[config.mk]
export PLATFORM = sky130hd
export DESIGN_NAME = gray_seq_decoder
export DESIGN_NICKNAME = d
export VERILOG_FILES = /design/src/rtl/gray_seq_decoder.sv
export SDC_FILE = /design/constraint.sdc
export NUM_CORES = 1
export LEC_CHECK = 0
export ABC_AREA = 1
export CAP_MARGIN = 10
export CORE_MARGIN = 2
export CORE_UTILIZATION = 40
export CTS_CLUSTER_DIAMETER = 80
export DETAILED_ROUTE_END_ITERATION = 7
export GPL_ROUTABILITY_DRIVEN = 0
export HOLD_SLACK_MARGIN = 0.02
export PLACE_DENSITY = 0.69
export SETUP_SLACK_MARGIN = 0.2
export SLEW_MARGIN = 10
export SYNTH_ARGS = -nofsm -noshare
export SYNTH_HDL_FRONTEND = slang
export SYNTH_SLANG_ARGS = --single-unit
[constraint.sdc]
create_clock -name Clk -period 1.54 [get_ports Clk]
set_input_delay 0.308 -clock Clk [delete_from_list [all_inputs] [get_ports Clk]]
set_output_delay 0.308 -clock Clk [all_outputs]
set_load 0.03 [all_outputs]
[src/rtl/gray_seq_decoder.sv]
// Receive side of the Gray counter link: decodes each sample to binary with one
// cycle of latency and checks that it is a hold, +1 or wrap of the previous sample.
module gray_seq_decoder #(
   parameter int WIDTH = 3,
   parameter int CNT_W = 4
) (
   input  logic             Clk,
   input  logic             Reset,
   input  logic             In_Valid,
   input  logic [WIDTH-1:0] In_Gray,
   input  logic             Clear,
   output logic             Out_Valid,
   output logic [WIDTH-1:0] Out_Bin,
   output logic             Wrap,
   output logic [CNT_W-1:0] Wrap_Count,
   output logic             Step_Err,
   output logic             Err_Sticky,
   output logic [1:0]       State
);

   typedef enum logic [1:0] {
      S_IDLE  = 2'b00,
      S_TRACK = 2'b01,
      S_LOST  = 2'b10
   } state_t;

   localparam logic [WIDTH-1:0] MAX_VAL = '1;
   localparam logic [CNT_W-1:0] CNT_MAX = '1;

   state_t           r_state,    w_state_nxt;
   logic [WIDTH-1:0] r_prev,     w_prev_nxt;
   logic [WIDTH-1:0] r_bin,      w_bin_nxt;
   logic             r_valid,    w_valid_nxt;
   logic             r_wrap,     w_wrap_nxt;
   logic [CNT_W-1:0] r_wrap_cnt, w_wrap_cnt_nxt;
   logic             r_step_err, w_step_err_nxt;
   logic             r_err_stk,  w_err_stk_nxt;

   logic [WIDTH-1:0] w_bin;
   logic [WIDTH-1:0] w_prev_inc;
   logic             w_is_hold;
   logic             w_is_step;
   logic             w_is_wrap;

   // Each binary bit is the XOR of all Gray bits at or above it.
   genvar gi;
   generate
      for (gi = 0; gi < WIDTH; gi++) begin : g_dec
         assign w_bin[gi] = ^In_Gray[WIDTH-1:gi];
      end
   endgenerate

   assign w_prev_inc = r_prev + WIDTH'(1);
   assign w_is_hold  = (w_bin == r_prev);
   assign w_is_step  = (r_prev != MAX_VAL) && (w_bin == w_prev_inc);
   assign w_is_wrap  = (r_prev == MAX_VAL) && (w_bin == '0);

   always_ff @(posedge Clk or negedge Reset) begin
      if (!Reset) begin
         r_state    <= S_IDLE;
         r_prev     <= '0;
         r_bin      <= '0;
         r_valid    <= 1'b0;
         r_wrap     <= 1'b0;
         r_wrap_cnt <= '0;
         r_step_err <= 1'b0;
         r_err_stk  <= 1'b0;
      end else begin
         r_state    <= w_state_nxt;
         r_prev     <= w_prev_nxt;
         r_bin      <= w_bin_nxt;
         r_valid    <= w_valid_nxt;
         r_wrap     <= w_wrap_nxt;
         r_wrap_cnt <= w_wrap_cnt_nxt;
         r_step_err <= w_step_err_nxt;
         r_err_stk  <= w_err_stk_nxt;
      end
   end

   always_comb begin
      w_state_nxt    = r_state;
      w_prev_nxt     = r_prev;
      w_bin_nxt      = r_bin;
      w_valid_nxt    = 1'b0;
      w_wrap_nxt     = r_wrap;
      w_wrap_cnt_nxt = r_wrap_cnt;
      w_step_err_nxt = 1'b0;
      w_err_stk_nxt  = r_err_stk;

      if (Clear) begin
         // Clear drops any sample on the same edge; Out_Bin keeps its last value.
         w_state_nxt    = S_IDLE;
         w_prev_nxt     = '0;
         w_wrap_nxt     = 1'b0;
         w_wrap_cnt_nxt = '0;
         w_err_stk_nxt  = 1'b0;
      end else if (In_Valid) begin
         w_valid_nxt = 1'b1;
         w_bin_nxt   = w_bin;
         w_prev_nxt  = w_bin;
         case (r_state)
            S_TRACK: begin
               if (w_is_wrap) begin
                  w_wrap_nxt = 1'b1;
                  if (r_wrap_cnt != CNT_MAX)
                     w_wrap_cnt_nxt = r_wrap_cnt + CNT_W'(1);
               end else if (!(w_is_hold || w_is_step)) begin
                  w_step_err_nxt = 1'b1;
                  w_err_stk_nxt  = 1'b1;
                  w_state_nxt    = S_LOST;
               end
            end
            // IDLE, LOST and the unused encoding all take the sample as reference.
            default: w_state_nxt = S_TRACK;
         endcase
      end
   end

   assign Out_Valid  = r_valid;
   assign Out_Bin    = r_bin;
   assign Wrap       = r_wrap;
   assign Wrap_Count = r_wrap_cnt;
   assign Step_Err   = r_step_err;
   assign Err_Sticky = r_err_stk;
   assign State      = r_state;

endmodule

# Word-level counts from Yosys, hierarchy flattened
# Cells that the tools add are included.
word_totals:
  word_cells: 64
  register_bits: 16
  inputBits: 7
  mem_bits_ro: 0
  memories: 0
  latchBits: 0
  ram_bits: 0
op_classes:
  add_sub_neg: 2
  magnitude_cmp: 0
  shift: 0
  n_eq_ne: 10
  div: 0
  bitwise: 1
  muxes: 28
  mul: 0
  n_reduce_logical: 15
op_table:
  columns: ["op", "n"]
  rows:
  - ["4-bit 2-to-1 mux", 5]
  - ["1-bit 2-to-1 mux", 16]
  - ["2-bit 2-to-1 mux", 5]
  - ["3-bit inequality test, second input constant", 3]
  - ["4-bit AND reduction", 2]
  - ["2-bit nonzero test", 4]
  - ["3-bit == test", 2]
  - ["3-bit 2-to-1 mux", 2]
  - ["3-bit AND reduction", 2]
  - ["4-bit by 1-bit adder with 4-bit output, second input constant", 1]
  - ["2-bit inequality test, second input constant", 2]
  - ["4-bit inequality test, second input constant", 1]
  - ["3-bit by 1-bit adder with 3-bit output, second input constant", 1]
  - ["3-bit == test, second input constant", 1]
  - ["3-bit logical NOT", 1]
  - ["3-bit XOR reduction", 1]
  - ["2-bit by 1-bit == test with 1-bit output, second input constant", 1]
  - ["1-bit logical AND", 2]
  - ["2-bit AND reduction", 1]
  - ["2-bit XOR reduction", 1]
  - ["1-bit logical OR", 1]
  - ["1-bit inverter", 1]

# Logic depth before layout (Yosys ltp)
# Gate-level depths: netlist of run 1.
depth:
  ltp_word: 9
  mapped_depth: 12
  ltp_nobuf: 12

# Least setup slack after synthesis of run 1
# OpenSTA, ideal clock, no wires.
synth_timing:
  path_type: "flip-flop to flip-flop"
  from: "register r_prev[0]"
  to: "register r_state[1], in the netlist State[1]"
  required_ns: 1.474
  setup_time_ns: 0.066
  n_path_buf: 0
  slack_ns: -0.053
  arrival_ns: 1.527
  synth_period_minus_slack_ns: 1.593
  path_stages_with_launch: 12
  path_cell_list: "dfrtp_1 > ha_1 > ha_1 > a21oi_1 > o21ai_0 > nor2_2 > nand2_2 > nand3_1 > nand2_1 > nand2_1 > nand2_1 > nand2_1"
synth_between:
  elab_chain_cells: 6
synth_rtl:
  columns: ["element", "line_no", "rtl"]
  rows:
  - ["from (decl)", "31", "logic [WIDTH-1:0] r_prev, w_prev_nxt;"]
  - ["from (signal assigned)", "70", "r_prev <= w_prev_nxt;"]
  - ["3-bit by 1-bit adder with 3-bit output", "53", "assign w_prev_inc = r_prev + WIDTH'(1);"]
  - ["3-bit == test", "55", "assign w_is_step = (r_prev != MAX_VAL) && (w_bin == w_prev_inc);"]
  - ["1-bit logical AND", "55", null]
  - ["1-bit logical OR", "107", "end else if (!(w_is_hold || w_is_step)) begin"]
  - ["3-bit inequality test (no source line)", null, null]
  - ["3-bit AND reduction (no source line) *", null, null]
  - ["to (signal assigned)", "69", "r_state <= w_state_nxt;"]
  - ["to (decl)", "30", "state_t r_state, w_state_nxt;"]
# Mark *: on every way between the ends. The rest lies on a longest branch, timed or not.
# A chain may end at the register's enable or synchronous reset.

# Final worst setup path of run 1
layout_timing:
  from: "register r_prev[0]"
  to: "register r_err_stk, in the netlist Err_Sticky"
layout_between:
  elab_chain_cells: 6
layout_rtl:
  columns: ["element", "line_no", "rtl"]
  rows:
  - ["3-bit by 1-bit adder with 3-bit output", "53", null]
  - ["3-bit == test", "55", null]
  - ["1-bit logical AND", "55", null]
  - ["1-bit logical OR", "107", null]
  - ["2-bit inequality test (no source line)", null, null]
  - ["4-bit AND reduction (no source line) *", null, null]
  - ["to (signal assigned)", "76", "r_err_stk <= w_err_stk_nxt;"]
  - ["to (decl)", "37", "logic r_err_stk, w_err_stk_nxt;"]
# Marked as above.

==> flow_metrics.env, run 1 <==
export IMPL_status="complete, but fails checks"
export IMPL_violations="negative setup slack"
export IMPL_portBuffers=19
export IMPL_dieArea_mm2=0.002665
export IMPL_fin_ws_ns=-0.03687
export IMPL_first_pass_iters=4
export IMPL_yosysUniqueCellTypes=23
export IMPL_cts_buffers=3
export IMPL_drt_total_wl_um=2223
export IMPL_max_cap_violations=0
export IMPL_min_path_type="in -> async"
export IMPL_drt_first_iter_violations=5
export IMPL_cts_hold_buffers_added=0
export IMPL_num_io_pins=20
export IMPL_multi_input_area_um2=494.2
export IMPL_yosysSeqAreaShare_pct=44.14
export IMPL_switchingPower_uw=426.7
export IMPL_synth_compound_area_share_pct=5.103
export IMPL_skew_ns=0.005408
export IMPL_cp_num_buf_inv=0
export IMPL_row_count=17
export IMPL_total_power_mw=1.205
export IMPL_grt_use_total_pct=19.30
export IMPL_dp_hpwl_um=1712
export IMPL_start_util_pct=41.81
export IMPL_antenna_cells=0
export IMPL_vdd_drop_max_mv=0.4593
export IMPL_clockBufferDepth=2
export IMPL_overflow=0
export IMPL_drc=0
export IMPL_ys_warnings_count=0
export IMPL_cts_max_level=1
export IMPL_cell_internal_pwr_uw=778.2
export IMPL_worst_slew_pin_slew_ns=0.2931
export IMPL_viasPerCell=4.667
export IMPL_yosys_area_share_simple_pct=38.62
export IMPL_leakagePower_nw=0.7565
export IMPL_nets=172
export IMPL_fmax_ghz=0.6342
export IMPL_synth_xor_area_share_pct=0.9655
export IMPL_p_per_area_mw_per_mm2=893.3
export IMPL_via_count=882
export IMPL_syn_avg_cell_area_um2=7.888
export IMPL_grt_antenna_before_repair=0
export IMPL_rsz0062_at_grt="yes"
export IMPL_cts_sinks=16
export IMPL_maxSlewHeadroom_pct=80.31
export IMPL_cp_start_kind="register"
export IMPL_die_h_um=51.62
export IMPL_regArea_um2=402.9
export IMPL_fin_crit_ns=1.577
export IMPL_drive_above_1_share_pct=42.86
export IMPL_critPathMaxFanout=2
export IMPL_finalHoldViolCount=0
export IMPL_ys_ff_latch=16
export IMPL_max_stage_delay_ns=0.42
export IMPL_cts_tree="yes"
export IMPL_final_period_utilization_pct=102.4
export IMPL_path_clk_slew_ns=0.10
export IMPL_muxShareOfSynthArea_pct=0
export IMPL_area_growth_pct=48.69
export IMPL_grt_max_degree=17
export IMPL_critPathKind="reg -> reg"
export IMPL_setup_viol=7
export IMPL_fp_dieW_um=51.62
export IMPL_syn_area_um2=907.1
export IMPL_crit_path_cell_trace="ha_2, ha_4, a21oi_2, o21ai_1, nor2_2, nand2_2, nand2_2, nor2_4, nand2_1, a21oi_2"
export IMPL_swShare_pct=35.41
export IMPL_pwr_share_seq_pct=42.8
export IMPL_crit_slowest_cell="dfrtp_1"
export IMPL_clock_latency_ns=0.28
export IMPL_drv_slew=0
export IMPL_end_kind="register"
export IMPL_drtAntennaViolNets=0
export IMPL_synth_fa_ha_area_share_pct=4.138
export IMPL_wl_per_cell_um=11.76
export IMPL_arrival_ns=1.80
export IMPL_hold_ws_ns=0.3397
export IMPL_clkPwrFrac_pct=22.8
export IMPL_coreArea_mm2=0.002170
export IMPL_synth_top_family_by_area="simple AND/OR/NAND/NOR gates"
export IMPL_first_global_vias=901
export IMPL_combPwrFrac_pct=34.4
export IMPL_path_delay_family="adder cells"
export IMPL_synth_nets=125
export IMPL_cts_root_buffer="clkbuf_4"
export IMPL_grt_pass1_wl_um=3808
export IMPL_fillers=206
export IMPL_synthCells=115
export IMPL_critical_path_required_ns=1.76
-- layout by cell type (no fill, tap or decap), types with 2 or more instances in the layout --
cell type / instances
a21oi_2: 2
buf_2: 4
buf_4: 23
clkbuf_2: 7
clkbuf_4: 3
clkdlybuf4s15_2: 2
clkdlybuf4s50_1: 5
dfrtp_1: 14
dfrtp_2: 2
inv_1: 13
inv_2: 2
nand2_1: 35
nand2_2: 6
nand2_4: 2
nand3_1: 6
nand3_2: 5
nor2_1: 8
nor2_2: 2
nor2_4: 2
o21ai_0: 2
o21ai_1: 3
-- synthesized netlist by cell type (all sizes together) --
cell	n	area, um^2
ha	3	37.54
xnor2	1	8.760
o21ai	5	25.02
nand3	11	65.06
nand4	2	18.77
buf	1	7.510
nor2	12	60.06
dfrtp	16	400.4
a21oi	2	13.76
a22oi	1	7.510
nand3b	1	7.510
nor3	2	10.01
nand2	43	188.9
inv	15	56.31
-- registers in the layout, summed over array words and instances (netlist names) --
signal	flops
Wrap	1
Out_Valid	1
Step_Err	1
Out_Bin	3
r_prev	3
Err_Sticky	1
State	2
Wrap_Count	4
-- through the flow --
step	utilization (%)	setup slack, ns	instances	TNS [ns]	cell area (um^2)
global placement	59.63	-0.2290	180	-1.586	1294
detailed placement	59.63	-0.3089	180	-2.252	1294
CTS	63.09	-0.04490	187	-0.1204	1369
finish	62.17	-0.03687	189	-0.1311	1349
global route	62.17	-0.1564	189	-0.9797	1349
floorplan	-	0.06889	115	0	933.4
-- power groups by stage --
stage	registers [mW]	logic (mW)	clock network (mW)
after floorplan	0.610	0.148	0
after global placement	0.521	0.420	0
after detailed placement	0.525	0.427	0
after CTS	0.517	0.423	0.282
after global routing	0.522	0.457	0.311
final	0.516	0.415	0.274
-- metal layers --
metal  vias up  track usage [%]  wire length [um]
li1        452                -                 -
met1       415            22.89               970
met2        13            35.47              1173
met3         2            2.586                54
met4         0            6.579                25
met5         -                0                 0
-- final timing paths --
path / startpoint / endpoint / slack [ns] / depth (start not counted)
min in group Clk: Wrap / Wrap / 0.50 / 2
min reg2reg: Wrap / Wrap / 0.50 / 2
max reg2reg: r_prev[0] / Err_Sticky / -0.04 / 10
max: r_prev[0] / Err_Sticky / -0.04 / 10
max in group asynchronous: Reset / Wrap_Count[0] / 1.00 / 2
min: Reset / Out_Bin[2] / 0.34 / 2
-- area by class of cell --
type	instances	share of cell area, %
flip-flops and latches	16	29.87
clock buffers	4	2.690
well taps	28	2.597
repair buffers	43	24.03
multi-input cells	83	36.64
inverters	15	4.174
-- cell families after synthesis --
logic type	Yosys count
simple gates	71
fa+ha+maj	3
buf+inv	16
compound gates	8
xor+xnor	1
flops	16
-- repair_timing --
action | in CTS | in global routing
buffers inserted | 3 | 2
gates resized for setup | 32 | 23
gates cloned | 0 | 0
setup endpoints to repair | 22 | 20
pin swaps | 4 | 2
No activity file was read; power rests on OpenSTA's default activity.
==> run 2: changes to the inputs <==
- RECOVER_POWER: unset -> 100
==> flow_metrics.env, run 2 (synthesis gave the netlist of run 1 again) <==
export IMPL_drc=0
export IMPL_maxSlewHeadroom_pct=41.92
export IMPL_setup_viol=5
export IMPL_violations="negative setup slack"
export IMPL_path_clk_slew_ns=0.10
export IMPL_fillers=216
export IMPL_first_pass_iters=4
export IMPL_wl_met1_um=989
export IMPL_dp_hpwl_um=1712
export IMPL_cts_tree="yes"
export IMPL_antenna_cells=0
export IMPL_regArea_um2=402.9
export IMPL_fp_dieW_um=51.62
export IMPL_overflow=0
export IMPL_rsz0062_at_grt="yes"
export IMPL_vdd_drop_max_mv=0.4585
export IMPL_via_count=883
export IMPL_drv_slew=0
export IMPL_row_count=17
export IMPL_max_cap_violations=0
export IMPL_dr_max_layer_used="met4"
export IMPL_end_kind="register"
export IMPL_leakagePower_nw=0.7010
export IMPL_final_period_utilization_pct=102.1
export IMPL_fin_ws_ns=-0.03283
export IMPL_cp_start_kind="register"
export IMPL_grt_pass1_wl_um=3808
export IMPL_min_path_type="reg -> reg"
export IMPL_multi_input_area_um2=494.2
export IMPL_largest_reg_flops=4
export IMPL_fmax_ghz=0.6358
export IMPL_wl_met3_um=56
export IMPL_layout_common_cells="nand2_1, buf_4, clkbuf_1, dfrtp_1, inv_1"
export IMPL_cts_root_buffer="clkbuf_4"
export IMPL_cts_buffers=3
export IMPL_p_per_area_mw_per_mm2=906.9
export IMPL_drt_first_iter_violations=5
export IMPL_status="complete, but fails checks"
export IMPL_grt_antenna_before_repair=0
export IMPL_grt_use_total_pct=19.30
export IMPL_skew_ns=0.004401
export IMPL_wl_per_cell_um=11.86
export IMPL_critPathKind="reg -> reg"
export IMPL_finalHoldViolCount=0
export IMPL_hold_ws_ns=0.4951
export IMPL_critPathMaxFanout=2
export IMPL_num_io_pins=20
export IMPL_cts_max_level=1
export IMPL_die_h_um=51.62
export IMPL_critical_path_required_ns=1.76
export IMPL_viasPerCell=4.672
export IMPL_drive_above_1_share_pct=32.92
export IMPL_drtAntennaViolNets=0
export IMPL_clockBufferDepth=2
export IMPL_portBuffers=19
export IMPL_worst_slew_pin_slew_ns=0.8712
export IMPL_first_global_vias=901
export IMPL_final_common_cell="nand2_1"
export IMPL_clock_latency_ns=0.28
export IMPL_coreArea_mm2=0.002170
export IMPL_drt_total_wl_um=2242
export IMPL_dieArea_mm2=0.002665
export IMPL_wl_met2_um=1170
export IMPL_finalSetupTns_ns=-0.1044
export IMPL_nets=172
export IMPL_grt_max_degree=17
export IMPL_start_util_pct=41.81
export IMPL_arrival_ns=1.79
export IMPL_area_growth_pct=44.28
export IMPL_fin_crit_ns=1.573
export IMPL_cts_sinks=16
export IMPL_total_power_mw=1.187
run 2: layout make-up:
type | count | area share (%)
Tap cell | 28 | 2.677
Clock buffer | 4 | 2.772
Timing Repair Buffer | 43 | 21.70
Multi-Input combinational cell | 83 | 37.76
Inverter | 15 | 4.302
Sequential cell | 16 | 30.78
run 2: metrics by stage:
stage	cell area, um^2	worst slack (ns)	utilization [%]	cells
after CTS	1369	-0.04490	63.09	187
after detailed placement	1294	-0.3089	59.63	180
final	1309	-0.03283	60.32	189
after global routing	1309	-0.1568	60.32	189
after global placement	1294	-0.2290	59.63	180
after floorplan	933.4	0.06889	-	115
run 2: worst paths after layout:
path | cells after the start | startpoint | to | slack [ns]
max | 10 | r_prev[0] | Err_Sticky | -0.03
min | 2 | Wrap | Wrap | 0.50
max reg2reg | 10 | r_prev[0] | Err_Sticky | -0.03
min reg2reg | 2 | Wrap | Wrap | 0.50
max in group asynchronous | 2 | Reset | Wrap_Count[0] | 0.30
min in group asynchronous | 2 | Reset | Out_Bin[2] | 0.65
run 2: report_power, final:
group	switching [mW]	internal (mW)	total, mW
Combinational	0.253	0.142	0.395
Clock	0.132	0.144	0.276
Sequential	0.0440	0.472	0.516
run 2: what timing repair did:
action | CTS | global route
hold buffers | 0 | 0
pin swaps | 4 | 2
setup buffers | 3 | 2
resized for setup | 32 | 23
setup endpoints to repair | 22 | 20
run 2: per-layer routing:
metal / vias to the layer above / track usage [%]
li1: 454 / -
met1: 412 / 22.89
met2: 15 / 35.47
met3: 2 / 2.586
met4: 0 / 6.579
met5: - / 0
run 2: critical path, stage by stage, from the launching register on:
cell	delay (ns)
dfrtp_1	0.42
ha_2	0.20
ha_4	0.27
a21oi_2	0.04
o21ai_1	0.10
nor2_2	0.05
nand2_2	0.08
nand2_2	0.06
nor2_4	0.09
nand2_1	0.07
a21oi_2	0.12
==> run 3: changes to the inputs <==
- CORE_MARGIN: 2 -> unset
- MAX_ROUTING_LAYER: unset -> met4
==> flow_metrics.env, run 3 (synthesis gave the netlist of run 1 again) <==
export IMPL_fin_ws_ns=-0.09432
export IMPL_clock_latency_ns=0.28
export IMPL_drtAntennaViolNets=0
export IMPL_critPathKind="in -> reg"
export IMPL_worst_slew_pin_slew_ns=0.9019
export IMPL_min_path_type="in -> reg"
export IMPL_grt_use_total_pct=19.61
export IMPL_grt_max_degree=17
export IMPL_final_common_cell="nand2_1"
export IMPL_overflow=0
export IMPL_cts_sinks=16
export IMPL_cts_buffers=3
export IMPL_p_per_area_mw_per_mm2=933.6
export IMPL_skew_ns=0.001515
export IMPL_dieArea_mm2=0.002462
export IMPL_portBuffers=19
export IMPL_wl_per_cell_um=12.21
export IMPL_total_power_mw=1.225
export IMPL_num_io_pins=20
export IMPL_coreArea_mm2=0.002042
export IMPL_dp_hpwl_um=1526
export IMPL_drt_first_iter_violations=28
export IMPL_nets=167
export IMPL_path_clk_slew_ns=0.10
export IMPL_row_count=16
export IMPL_finalHoldViolCount=0
export IMPL_die_h_um=49.62
export IMPL_grt_pass1_wl_um=3663
export IMPL_viasPerCell=4.710
export IMPL_max_cap_violations=0
export IMPL_violations="negative setup slack"
export IMPL_layout_common_cells="nand2_1, dfrtp_1, clkbuf_1, inv_1, buf_4"
export IMPL_regArea_um2=402.9
export IMPL_finalSetupTns_ns=-0.1651
export IMPL_setup_viol=5
export IMPL_first_global_vias=867
export IMPL_first_pass_iters=4
export IMPL_final_period_utilization_pct=106.1
export IMPL_cp_start_kind="primary input"
export IMPL_start_util_pct=44.42
export IMPL_rsz0062_at_grt="yes"
export IMPL_largest_reg_flops=4
export IMPL_cts_hold_buffers_added=0
export IMPL_grt_antenna_before_repair=0
export IMPL_cts_root_buffer="clkbuf_4"
export IMPL_cts_max_level=1
export IMPL_critPathMaxFanout=4
export IMPL_multi_input_area_um2=515.5
export IMPL_fillers=187
export IMPL_drc=0
export IMPL_maxSlewHeadroom_pct=39.87
export IMPL_drt_total_wl_um=2235
export IMPL_clockBufferDepth=2
export IMPL_fp_dieW_um=49.62
export IMPL_leakagePower_nw=0.6882
export IMPL_status="complete, but fails checks"
export IMPL_area_growth_pct=44.69
export IMPL_drv_slew=0
export IMPL_fmax_ghz=0.6119
export IMPL_critical_path_required_ns=1.75
export IMPL_cts_tree="yes"
export IMPL_post_place_ws_ns=-0.2484
export IMPL_antenna_cells=0
export IMPL_end_kind="register"
export IMPL_fin_crit_ns=1.634
export IMPL_arrival_ns=1.84
export IMPL_via_count=862
export IMPL_drive_above_1_share_pct=34.62
export IMPL_vdd_drop_max_mv=0.6798
[run 3: report_power, final]
group | total [mW] | leakage (nW) | switching (mW) | internal [mW]
Combinational | 0.431 | 0.461 | 0.271 | 0.160
Clock | 0.278 | 0.0210 | 0.135 | 0.144
Sequential | 0.516 | 0.206 | 0.0440 | 0.472
[run 3: final timing paths]
| path | start | end | slack, ns | cells past startpoint |
|---|---|---|---|---|
| min in group asynchronous | Reset | Wrap | 0.66 | 2 |
| setup reg to reg | r_prev[0] | Wrap_Count[2] | -0.04 | 9 |
| hold reg to reg | Out_Bin[2] | Out_Bin[2] | 0.49 | 2 |
| setup / recovery | Clear | Wrap_Count[2] | -0.09 | 7 |
| hold / removal | In_Gray[2] | r_prev[2] | 0.38 | 3 |
| max in group asynchronous | Reset | Wrap_Count[0] | 0.27 | 2 |
[run 3: area by class of cell]
class                      count  area share [%]
tap                           27           2.574
timing repair buffer          38           20.40
inverter                      15           4.290
sequential                    16           30.70
clock buffer                   4           2.765
multi-input combinational     83           39.28
[run 3: layer usage]
layer	share of wire (%)	vias to the layer above	track usage (%)
met2	51	15	32.43
met5	0	-	-
met3	3.3	2	3.086
met4	0.63	0	5.714
li1	-	448	-
met1	45	397	24.61
[run 3: metrics by stage]
stage	instances	utilization (%)	hold WS [ns]	instance area [um^2]
after global placement	175	61.83	0.4609	1262
final	183	64.28	0.3816	1313
after CTS	181	65.99	0.3438	1348
after floorplan	115	-	0.01241	933.4
after global routing	183	64.28	0.3884	1313
after detailed placement	175	61.83	0.4667	1262
[run 3: timing repair]
item | 4_1_cts | 5_1_grt
gates resized for setup | 37 | 23
cloned | 0 | 0
setup buffers | 2 | 2
pin swaps | 2 | 3
setup endpoints to repair | 22 | 18
[run 3: critical path, stage by stage]
cell,delay [ns]
dlygate4sd3_1,0.59
buf_4,0.18
nor3_2,0.31
nor2_4,0.07
buf_4,0.15
buf_6,0.10
a22oi_2,0.14
